===== src/rtl/c2_bus_pkg.sv =====
// Shared definitions for the level-2 memory bus (C2 command, A2 address, D2 data).
// Command codes, sequencer states and default bus geometry.
package c2_bus_pkg;

    localparam int ADDR_W_DEF  = 15;
    localparam int DATA_W_DEF  = 16;
    localparam int BEATS_DEF   = 8;
    localparam int TIMEOUT_DEF = 512;

    typedef logic [1:0] c2_cmd_t;

    localparam c2_cmd_t CMD_NOP        = 2'd0;
    localparam c2_cmd_t CMD_RESPONSE   = 2'd1;
    localparam c2_cmd_t CMD_READ_LINE  = 2'd2;
    localparam c2_cmd_t CMD_WRITE_LINE = 2'd3;

    typedef enum logic [2:0] {
        ST_IDLE      = 3'd0,
        ST_CMD       = 3'd1,
        ST_WR_BEATS  = 3'd2,
        ST_TURN      = 3'd3,
        ST_WAIT_RESP = 3'd4,
        ST_RD_BEATS  = 3'd5,
        ST_DONE      = 3'd6
    } state_e;

    function automatic c2_cmd_t line_cmd(input logic is_write);
        return is_write ? CMD_WRITE_LINE : CMD_READ_LINE;
    endfunction

endpackage


===== src/rtl/c2_line_arbiter_if.sv =====
// Requester-side handshake plus C2/A2/D2 bus pins of the line arbiter.
// master = the arbiter, slave = requesters and memory-side bus model.
interface c2_line_arbiter_if
    import c2_bus_pkg::*;
#(
    parameter int ADDR_W = ADDR_W_DEF,
    parameter int DATA_W = DATA_W_DEF
);
    logic [1:0]             req_valid;
    logic [1:0]             req_write;
    logic [1:0][ADDR_W-1:0] req_addr;
    logic [1:0][DATA_W-1:0] req_wdata;
    logic [1:0]             req_ack;
    logic [2:0]             wbeat_idx;
    logic [DATA_W-1:0]      rd_data;
    logic                   rd_valid;
    logic                   rsp_id;
    logic [1:0]             done;
    logic                   err;
    logic [1:0]             c2_o;
    logic                   c2_oe;
    logic [ADDR_W-1:0]      a2_o;
    logic [DATA_W-1:0]      d2_o;
    logic                   d2_oe;
    logic [1:0]             c2_i;
    logic [DATA_W-1:0]      d2_i;

    modport master (
        input  req_valid, req_write, req_addr, req_wdata, c2_i, d2_i,
        output req_ack, wbeat_idx, rd_data, rd_valid, rsp_id, done, err,
               c2_o, c2_oe, a2_o, d2_o, d2_oe
    );

    modport slave (
        output req_valid, req_write, req_addr, req_wdata, c2_i, d2_i,
        input  req_ack, wbeat_idx, rd_data, rd_valid, rsp_id, done, err,
               c2_o, c2_oe, a2_o, d2_o, d2_oe
    );

endinterface


===== src/rtl/c2_line_arbiter_rr_arb2.sv =====
// Two-way round-robin arbiter. The pointer names the preferred requester and
// moves to the loser only when the caller actually takes the grant.
module rr_arb2 (
    input  logic       clk,
    input  logic       rst_i,
    input  logic [1:0] req_i,
    input  logic       advance_i,
    output logic [1:0] gnt_o
);
    logic rr_q, rr_d;

    always_comb begin
        gnt_o = 2'b00;
        if (req_i[rr_q])
            gnt_o[rr_q] = 1'b1;
        else if (req_i[~rr_q])
            gnt_o[~rr_q] = 1'b1;
    end

    always_comb begin
        rr_d = rr_q;
        if (advance_i && (|gnt_o))
            rr_d = ~gnt_o[1];
    end

    always_ff @(posedge clk) begin
        if (rst_i)
            rr_q <= 1'b0;
        else
            rr_q <= rr_d;
    end

endmodule


===== src/rtl/c2_line_arbiter.sv =====
// Line-transfer sequencer for the C2/A2/D2 bus: grants one of two requesters,
// issues the command and write beats, then waits for RESPONSE and read beats.
module c2_line_arbiter
    import c2_bus_pkg::*;
#(
    parameter int ADDR_W  = ADDR_W_DEF,
    parameter int DATA_W  = DATA_W_DEF,
    parameter int BEATS   = BEATS_DEF,
    parameter int TIMEOUT = TIMEOUT_DEF
) (
    input logic               clk,
    input logic               RESET,
    c2_line_arbiter_if.master bus
);
    localparam int           TO_W    = $clog2(TIMEOUT);
    localparam logic [TO_W-1:0] TO_LAST = TO_W'(TIMEOUT - 1);
    localparam logic [2:0]   BEAT_LAST = 3'(BEATS - 1);

    state_e            state_q, state_d;
    logic [ADDR_W-1:0] addr_q, addr_d;
    logic              wr_q, wr_d;
    logic              rsp_id_q, rsp_id_d;
    logic [2:0]        beat_q, beat_d;
    logic [TO_W-1:0]   to_q, to_d;
    logic              err_q, err_d;
    logic [DATA_W-1:0] rd_data_q, rd_data_d;
    logic              rd_valid_q, rd_valid_d;

    logic [1:0] gnt;
    logic       grant_vld;
    logic       g;
    logic       resp_seen;

    // Grants only come out of IDLE; a held reset must not look like an ack.
    assign grant_vld = (state_q == ST_IDLE) && (|bus.req_valid) && !RESET;
    assign g         = gnt[1];
    assign resp_seen = (bus.c2_i == CMD_RESPONSE);

    rr_arb2 u_arb (
        .clk       (clk),
        .rst_i     (RESET),
        .req_i     (bus.req_valid),
        .advance_i (grant_vld),
        .gnt_o     (gnt)
    );

    always_ff @(posedge clk) begin
        if (RESET) begin
            state_q    <= ST_IDLE;
            addr_q     <= '0;
            wr_q       <= 1'b0;
            rsp_id_q   <= 1'b0;
            beat_q     <= '0;
            to_q       <= '0;
            err_q      <= 1'b0;
            rd_data_q  <= '0;
            rd_valid_q <= 1'b0;
        end else begin
            state_q    <= state_d;
            addr_q     <= addr_d;
            wr_q       <= wr_d;
            rsp_id_q   <= rsp_id_d;
            beat_q     <= beat_d;
            to_q       <= to_d;
            err_q      <= err_d;
            rd_data_q  <= rd_data_d;
            rd_valid_q <= rd_valid_d;
        end
    end

    always_comb begin
        state_d    = state_q;
        addr_d     = addr_q;
        wr_d       = wr_q;
        rsp_id_d   = rsp_id_q;
        beat_d     = beat_q;
        to_d       = to_q;
        err_d      = err_q;
        rd_data_d  = rd_data_q;
        rd_valid_d = 1'b0;

        unique case (state_q)
            ST_IDLE: begin
                if (grant_vld) begin
                    addr_d   = bus.req_addr[g];
                    wr_d     = bus.req_write[g];
                    rsp_id_d = g;
                    err_d    = 1'b0;
                    beat_d   = '0;
                    state_d  = ST_CMD;
                end
            end
            ST_CMD: begin
                if (wr_q) begin
                    beat_d  = 3'd1;
                    state_d = ST_WR_BEATS;
                end else begin
                    state_d = ST_TURN;
                end
            end
            ST_WR_BEATS: begin
                if (beat_q == BEAT_LAST) begin
                    beat_d  = '0;
                    state_d = ST_TURN;
                end else begin
                    beat_d = beat_q + 3'd1;
                end
            end
            ST_TURN: begin
                to_d    = '0;
                state_d = ST_WAIT_RESP;
            end
            ST_WAIT_RESP: begin
                if (to_q != TO_LAST)
                    to_d = to_q + 1'b1;
                // RESPONSE wins even on the final timeout cycle.
                if (resp_seen) begin
                    if (wr_q) begin
                        state_d = ST_DONE;
                    end else begin
                        rd_valid_d = 1'b1;
                        rd_data_d  = bus.d2_i;
                        beat_d     = 3'd1;
                        state_d    = ST_RD_BEATS;
                    end
                end else if (to_q == TO_LAST) begin
                    err_d   = 1'b1;
                    state_d = ST_DONE;
                end
            end
            ST_RD_BEATS: begin
                rd_valid_d = 1'b1;
                rd_data_d  = bus.d2_i;
                if (beat_q == BEAT_LAST) begin
                    beat_d  = '0;
                    state_d = ST_DONE;
                end else begin
                    beat_d = beat_q + 3'd1;
                end
            end
            ST_DONE: state_d = ST_IDLE;
            default: state_d = ST_IDLE;
        endcase
    end

    always_comb begin
        bus.req_ack   = grant_vld ? gnt : 2'b00;
        bus.c2_oe     = 1'b0;
        bus.c2_o      = CMD_NOP;
        bus.a2_o      = '0;
        bus.d2_oe     = 1'b0;
        bus.d2_o      = '0;
        bus.wbeat_idx = '0;
        bus.done      = 2'b00;
        bus.err       = 1'b0;
        bus.rd_data   = rd_data_q;
        bus.rd_valid  = rd_valid_q;
        bus.rsp_id    = rsp_id_q;

        if (state_q == ST_CMD || state_q == ST_WR_BEATS) begin
            bus.c2_oe = 1'b1;
            bus.c2_o  = line_cmd(wr_q);
            bus.a2_o  = addr_q;
            if (wr_q) begin
                bus.d2_oe     = 1'b1;
                bus.wbeat_idx = beat_q;
                bus.d2_o      = bus.req_wdata[rsp_id_q];
            end
        end

        if (state_q == ST_DONE) begin
            bus.done[rsp_id_q] = 1'b1;
            bus.err            = err_q;
        end
    end

endmodule


===== src/flat_wrapper.sv =====
// flat-port wrapper written by rule: the top's interface ports become plain ports
module c2_line_arbiter_flat import c2_bus_pkg::*;
#(
    parameter int ADDR_W  = ADDR_W_DEF,
    parameter int DATA_W  = DATA_W_DEF,
    parameter int BEATS   = BEATS_DEF,
    parameter int TIMEOUT = TIMEOUT_DEF
)
  (clk, RESET, bus_req_valid, bus_req_write, bus_req_addr, bus_req_wdata, bus_c2_i, bus_d2_i, bus_req_ack, bus_wbeat_idx, bus_rd_data, bus_rd_valid, bus_rsp_id, bus_done, bus_err, bus_c2_o, bus_c2_oe, bus_a2_o, bus_d2_o, bus_d2_oe);
  c2_line_arbiter_if #(.ADDR_W(ADDR_W), .DATA_W(DATA_W)) bus_i ();
  input logic clk;
  input logic RESET;
  input wire logic [$bits(bus_i.req_valid)-1:0] bus_req_valid;
  input wire logic [$bits(bus_i.req_write)-1:0] bus_req_write;
  input wire logic [$bits(bus_i.req_addr)-1:0] bus_req_addr;
  input wire logic [$bits(bus_i.req_wdata)-1:0] bus_req_wdata;
  input wire logic [$bits(bus_i.c2_i)-1:0] bus_c2_i;
  input wire logic [$bits(bus_i.d2_i)-1:0] bus_d2_i;
  output wire logic [$bits(bus_i.req_ack)-1:0] bus_req_ack;
  output wire logic [$bits(bus_i.wbeat_idx)-1:0] bus_wbeat_idx;
  output wire logic [$bits(bus_i.rd_data)-1:0] bus_rd_data;
  output wire logic [$bits(bus_i.rd_valid)-1:0] bus_rd_valid;
  output wire logic [$bits(bus_i.rsp_id)-1:0] bus_rsp_id;
  output wire logic [$bits(bus_i.done)-1:0] bus_done;
  output wire logic [$bits(bus_i.err)-1:0] bus_err;
  output wire logic [$bits(bus_i.c2_o)-1:0] bus_c2_o;
  output wire logic [$bits(bus_i.c2_oe)-1:0] bus_c2_oe;
  output wire logic [$bits(bus_i.a2_o)-1:0] bus_a2_o;
  output wire logic [$bits(bus_i.d2_o)-1:0] bus_d2_o;
  output wire logic [$bits(bus_i.d2_oe)-1:0] bus_d2_oe;
  assign bus_i.req_valid = bus_req_valid;
  assign bus_i.req_write = bus_req_write;
  assign bus_i.req_addr = bus_req_addr;
  assign bus_i.req_wdata = bus_req_wdata;
  assign bus_i.c2_i = bus_c2_i;
  assign bus_i.d2_i = bus_d2_i;
  assign bus_req_ack = bus_i.req_ack;
  assign bus_wbeat_idx = bus_i.wbeat_idx;
  assign bus_rd_data = bus_i.rd_data;
  assign bus_rd_valid = bus_i.rd_valid;
  assign bus_rsp_id = bus_i.rsp_id;
  assign bus_done = bus_i.done;
  assign bus_err = bus_i.err;
  assign bus_c2_o = bus_i.c2_o;
  assign bus_c2_oe = bus_i.c2_oe;
  assign bus_a2_o = bus_i.a2_o;
  assign bus_d2_o = bus_i.d2_o;
  assign bus_d2_oe = bus_i.d2_oe;
  c2_line_arbiter #(.ADDR_W(ADDR_W), .DATA_W(DATA_W), .BEATS(BEATS), .TIMEOUT(TIMEOUT)) u_core (.clk(clk), .RESET(RESET), .bus(bus_i));
endmodule

===== config.mk =====
export PLATFORM = sky130hd
export DESIGN_NAME = c2_line_arbiter_flat
export DESIGN_NICKNAME = d
export VERILOG_FILES = /design/src/rtl/c2_bus_pkg.sv /design/src/rtl/c2_line_arbiter_if.sv /design/src/rtl/c2_line_arbiter_rr_arb2.sv /design/src/rtl/c2_line_arbiter.sv /design/src/flat_wrapper.sv
export SDC_FILE = /design/constraint.sdc
export NUM_CORES = 1
export LEC_CHECK = 0
export BUFFER_PORTS_ARGS = -buffer_cell sky130_fd_sc_hd__buf_2
export CAP_MARGIN = 20
export CELL_PAD_IN_SITES_DETAIL_PLACEMENT = 1
export CELL_PAD_IN_SITES_GLOBAL_PLACEMENT = 2
export CORE_UTILIZATION = 24
export DETAILED_ROUTE_END_ITERATION = 10
export PLACE_DENSITY_LB_ADDON = 0.1
export SYNTH_ARGS = -nofsm -noshare
export SYNTH_HDL_FRONTEND = slang
export SYNTH_SLANG_ARGS = --single-unit
export TNS_END_PERCENT = 100

===== constraint.sdc =====
create_clock -name clk -period 3.2 [get_ports clk]
set_input_delay 0 -clock clk [delete_from_list [all_inputs] [get_ports clk]]
set_output_delay 0 -clock clk [all_outputs]
set_load 0.03 [all_outputs]

* Word level (Yosys, flattened, before mapping) *
Index checks and enable logic that the tools add are counted.

storage, ports and cells
  register bits = 51
  bits of input ports = 86
  output and inout port bits = 61
  logic and storage cells = 120

operators by class
  add/subtract/negate cells = 2
  magnitude comparators = 7
  equality and inequality tests = 20
  multiplexer cells = 57
  bitwise gates (word level) = 2
  reductions and logical operators = 22

operators with widths
  cell                 count
  $mux 16              6
  $mux 15              3
  $mux 3               12
  $pmux 16 s2          1
  $mux 1               20
  $pmux 3 s6           1
  $pmux 9 s2           1
  $ne 2x1->1 const B   7
  $eq 3x3->1 const B   4
  $mux 2               6
  $pmux 3 s4           1
  $add 9x1->9 const B  1
  $eq 9x9->1 const B   1
  $mux 9               1
  $ne 9x9->1 const B   1
  $lt 1x2->1 const B   4
  $reduce_and 4->1     2
  $eq 3x2->1 const B   2
  $logic_and 1x1->1    6
  $reduce_bool 2->1    3
  $reduce_or 2->1      3
  $reduce_and 5->1     1
  $ne 2x2->1 const B   2
  $pmux 1 s2           2
  13 further kinds     19

* Logic depth before layout (Yosys ltp) *
  depth in word-level cells = 9
  gate-level depth with buffers = 10
  gate-level depth less buffers = 9

* By module *
Synthesis repeated with hierarchy kept, for this count alone.

second synthesis, totals
  cell total of the unflattened synthesis = 323
  area total of the unflattened synthesis = 2,740.1 um2

by module, submodules not included
  module           instances  cells an instance  area an instance (um2)
  c2_line_arbiter  1          316                2,675.1
  rr_arb2          1          7                  65.1

* Worst setup path after synthesis *
OpenSTA, ideal clock, no wires.

  path type = register -> register
  start = register u_core.to_q[0]
  end = register u_core.to_q[3]
  data arrival time = 2,248 ps
  data required time = 3,130 ps
  slack = 882 ps
  cell stages (with the launch flop) = 11
  path buffers = 1
  clock period less this slack = 2,318 ps
  cells stage by stage = dfxtp_1 -> ha_1 -> nand2_1 -> nor2_1 -> and3_1 -> ha_1 -> or4b_4 -> buf_6 -> and2_4 -> or3_1 -> a21oi_1

on the way
  word-level cells in the longest chain between the ends = 3

ends and longest elaborated chain
  element                                                RTL line                                        source
  from (decl)                                            c2_line_arbiter.sv:24                           logic [TO_W-1:0] to_q, to_d;
  from (signal assigned)                                 c2_line_arbiter.sv:64                           to_q <= to_d;
  $add 9x1->9 / $ne 9x9->1 (equally long branches)       c2_line_arbiter.sv:115, c2_line_arbiter.sv:114
  $mux 9 / $ne 2x1->1 (equally long branches)            --
  $pmux 9 s2 / $reduce_and 2->1 (equally long branches)  --

Several ways; a longest one is shown, not always the timed one. The select of a mux whose other input is x is not followed.
A chain may end at the register's enable or synchronous reset.

* Worst setup path after layout *
Same ends and word-level chain as after synthesis.

==> flow_summary.ini <==
[grt]
top_usage_layer = met2
groute.layer.met2.usage_pct = 25.8
groute.layer.met1.usage_pct = 17.1
grt_overflow_total = 0
track_usage_pct = 14.4
number_of_antenna_violations_at_the_first_check_in_global_routing = 0
largest_net_degree_at_the_start_of_global_routing = 29
global_route_wire_length_before_repair_um = 13300
grtUsageMet3_pct = 4.07
number_of_global_route_vias_before_repair = 2841

[cts]
post_cts.repair.setup_buffers = 0
cts_num_sinks = 51
cts.htree.levels = 2
cts_hold_repair.buffers = 46
clk_pin_slew_worst_paths_ns = 0.10
clk-insertion-delay-late_ns = 0.31
clock_tree.buffer_depth = 2
cts_made_buffers = 5
tritoncts = done
cts-resized-gates = 0
cts.root.buffer_cell = clkbuf_8

[floorplan]
floorplan.rows = 37
die_height_um = 107
coreArea_um2 = 10500
starting_density_of_the_core_pct = 25.1
ioPinCount = 147
chipWidth_um = 107
design.die.area_um2 = 11400

[timing]
finalHoldViolCount = 0
skew_ns = 0.0174
worst_slew_margin_rel_pct = 28.7
grt_setup_unrepaired = false
tightest_slew_ns = 1.07
final.period_utilization_pct = 75.6
report.final.slew_viol_count = 0
clock.fmax_ghz = 0.413
report.final.setup_viol = 0
setup-tns-final_ns = 0
min_period_ns = 2.42
postLayoutSetupSlackWorst_ns = 0.781

[yosys]
synth_edf_count = 0
synth_area_leaders = dfxtp_1 (39%), mux2i_1 (19%), nor2_1 (6.6%), nand3_1 (4.0%), o21ai_0 (4.0%)
yosys.cell_types.count = 38
synth_ff_type = dfxtp_1
yosys_warnings = 0
avg_cell_area_syn_um2 = 8.52
synth_async_sr_flop_share_pct = 0
netlist.area_leader.share_pct = 38.8
library_cell_with_the_highest_instance_count_after_synthesis = dfxtp_1
synth_top_area_cell = dfxtp_1
postSynthNetCount = 399
ys_ff_latch = 51
syn-instance-count = 309
post_synth_most_frequent_cells = dfxtp_1 (51), mux2i_1 (49), nor2_1 (46)
synth_seq_area_share_pct = 38.8
post_synth_instance_area_um2 = 2630

[worst_setup_path]
arrival_ns = 2.66
critical_path_required_ns = 3.44
critical_path.reg2reg.endpoint = u_core.to_q[3]$_SDFFE_PP0P_
timing.critical_path.from = u_core.to_q[0]$_SDFFE_PP0P_
critPathKind = flip-flop to flip-flop
critPathMaxStageDelay_ns = 0.55
critical_path.most_common_cell = ha_1
worst-path-stages = 9
maximum_fanout_along_the_worst_path = 9
timing.critical_path.max_delay_family = simple AND/OR/NAND/NOR gates
crit_path_cell_trace = ha_1 > nand2_1 > nor2_1 > and3_1 > ha_1 > or4b_4 > and2_4 > or3_1 > a21oi_1
r2r_slack_ns = 0.78
r2r.worst_path.cells = 9
rr_startpoint = u_core.to_q[0]$_SDFFE_PP0P_
cp_startpoint_kind = flip-flop
master_of_the_slowest_instance_on_the_critical_path = or4b_4
crit_path_end_kind = flip-flop
crit_end = u_core.to_q[3]$_SDFFE_PP0P_
critical_path_buffer_and_inverter_count = 0

[cells_and_area]
share_of_layout_cells_above_drive_strength_1_pct = 33.2
syn2layout_area_growth_pct = 52.9
antenna-diode-count = 0
final_core_util_pct = 38.5
final_layout_fill_cell_count = 1314
finalNetCount = 577

[pwr]
power.static_leakage_nw = 2.07
power_density_nw_per_um2 = 480
peakVddDrop_mv = 0.261

[drt]
ant_nets = 0
post_detailed_route_drc_marker_count = 0
vias = 2769
drt_iter0_drc = 48
first_pass_iters = 4
wirelength_um = 8010
via_count_normalized_by_instance_count = 4.44
avgRoutedWirePerCell_um = 12.8

[placement]
gp_congestion = 0.708
port_buffers = 146
post-dp-hpwl_um = 5640
post-place-ws_ns = 0.813

[job]
max-cap-violations = 0

[min_path]
worstHoldPathType = input port to flip-flop

[run_status]
outcome = complete, no violations
[worst min path at each step]
| stage | startpoint | endpoint | slack (ns) | depth (start not counted) |
|---|---|---|---|---|
| floorplan | bus_d2_i[0] | u_core.bus.rd_data[0]$_SDFFE_PP0P_ | 0.14 | 2 |
| global placement | bus_d2_i[1] | u_core.bus.rd_data[1]$_SDFFE_PP0P_ | 0.24 | 3 |
| detailed placement | bus_d2_i[10] | u_core.bus.rd_data[10]$_SDFFE_PP0P_ | 0.24 | 3 |
| CTS | bus_req_write[1] | u_core.wr_q$_SDFFE_PP0P_ | 0.008 | 3 |
| global route | bus_req_write[1] | u_core.wr_q$_SDFFE_PP0P_ | 0.04 | 3 |
| finish | bus_req_write[1] | u_core.wr_q$_SDFFE_PP0P_ | 0.007 | 3 |
[per-stage QoR]
stage,total power [mW],instances,hold slack [ns],cell area [um2]
after detailed placement,1.43,570,0.243,3450
after global routing,2.07,624,0.0442,4020
after CTS,1.96,624,0.00828,4020
final,1.93,624,0.00705,4020
after floorplan,1.24,309,0.144,2630
after global placement,1.43,570,0.235,3450
[where the power goes]
group          internal, mW  total [mW]  switching, mW  leakage [nW]
combinational         0.272       0.683          0.412          1.60
clock                 0.236       0.466          0.230        0.0548
sequential            0.707       0.781         0.0739         0.415
total                  1.21        1.93          0.715          2.07
[cells in the final DEF (no fill, tap or decap), drive strengths merged, types with 2 or more instances in the layout]
cell type / instances
a211oi: 3
a21oi: 12
a32o: 2
and2: 17
and3: 7
buf: 150
clkbuf: 5
dfxtp: 51
dlygate4sd3: 46
ha: 4
inv: 6
mux2i: 49
nand2: 11
nand2b: 4
nand3: 21
nand3b: 2
nor2: 46
nor2b: 4
nor3: 6
o21ai: 21
o21bai: 2
xnor2: 3
[sequential cells by signal, indices dropped and copies added (netlist names)]
register             cells
u_core.to_q              9
u_core.err_q             1
u_core.state_q           3
u_core.bus.rsp_id        1
u_core.bus.rd_valid      1
u_core.addr_q           15
u_core.wr_q              1
u_core.u_arb.rr_q        1
u_core.bus.rd_data      16
u_core.beat_q            3
[worst reg2reg max path, stage by stage (launching register included)]
cell	delay, ns
dfxtp_1	0.36
ha_1	0.24
nand2_1	0.11
nor2_1	0.07
and3_1	0.18
ha_1	0.19
or4b_4	0.55
and2_4	0.19
or3_1	0.34
a21oi_1	0.14
[routing by layer]
| metal | share of wire [%] | routed length (um) |
|---|---|---|
| met1 | 44 | 3490 |
| met2 | 50 | 3970 |
| met3 | 6.1 | 489 |
| met4 | 0.66 | 53 |
| met5 | 0 | 0 |
[final cells by class]
type | count | area, um2 | share of cell area [%]
Multi-Input combinational cell | 228 | 1480 | 36.7
Timing Repair Buffer | 196 | 1220 | 30.3
Sequential cell | 51 | 1020 | 25.4
Tap cell | 136 | 170 | 4.23
Clock buffer | 5 | 68.8 | 1.71
Clock inverter | 3 | 46.3 | 1.15
Inverter | 5 | 18.8 | 0.466
[cells by family (layout without fill, tap and decap cells)]
family | after synthesis | after routing | share of synthesized area (%)
and+or+nand+nor | 124 | 124 | 23.3
xor gates and xnor gates | 3 | 3 | 0.999
buffers and inverters | 30 | 209 | 5.33
muxes | 49 | 49 | 18.6
adders and majority gates | 4 | 4 | 1.90
DFF | 51 | 51 | 38.8
AOI/OAI and AO/OA | 48 | 48 | 11.0
Note: power is estimated with default switching activity, not from simulation.
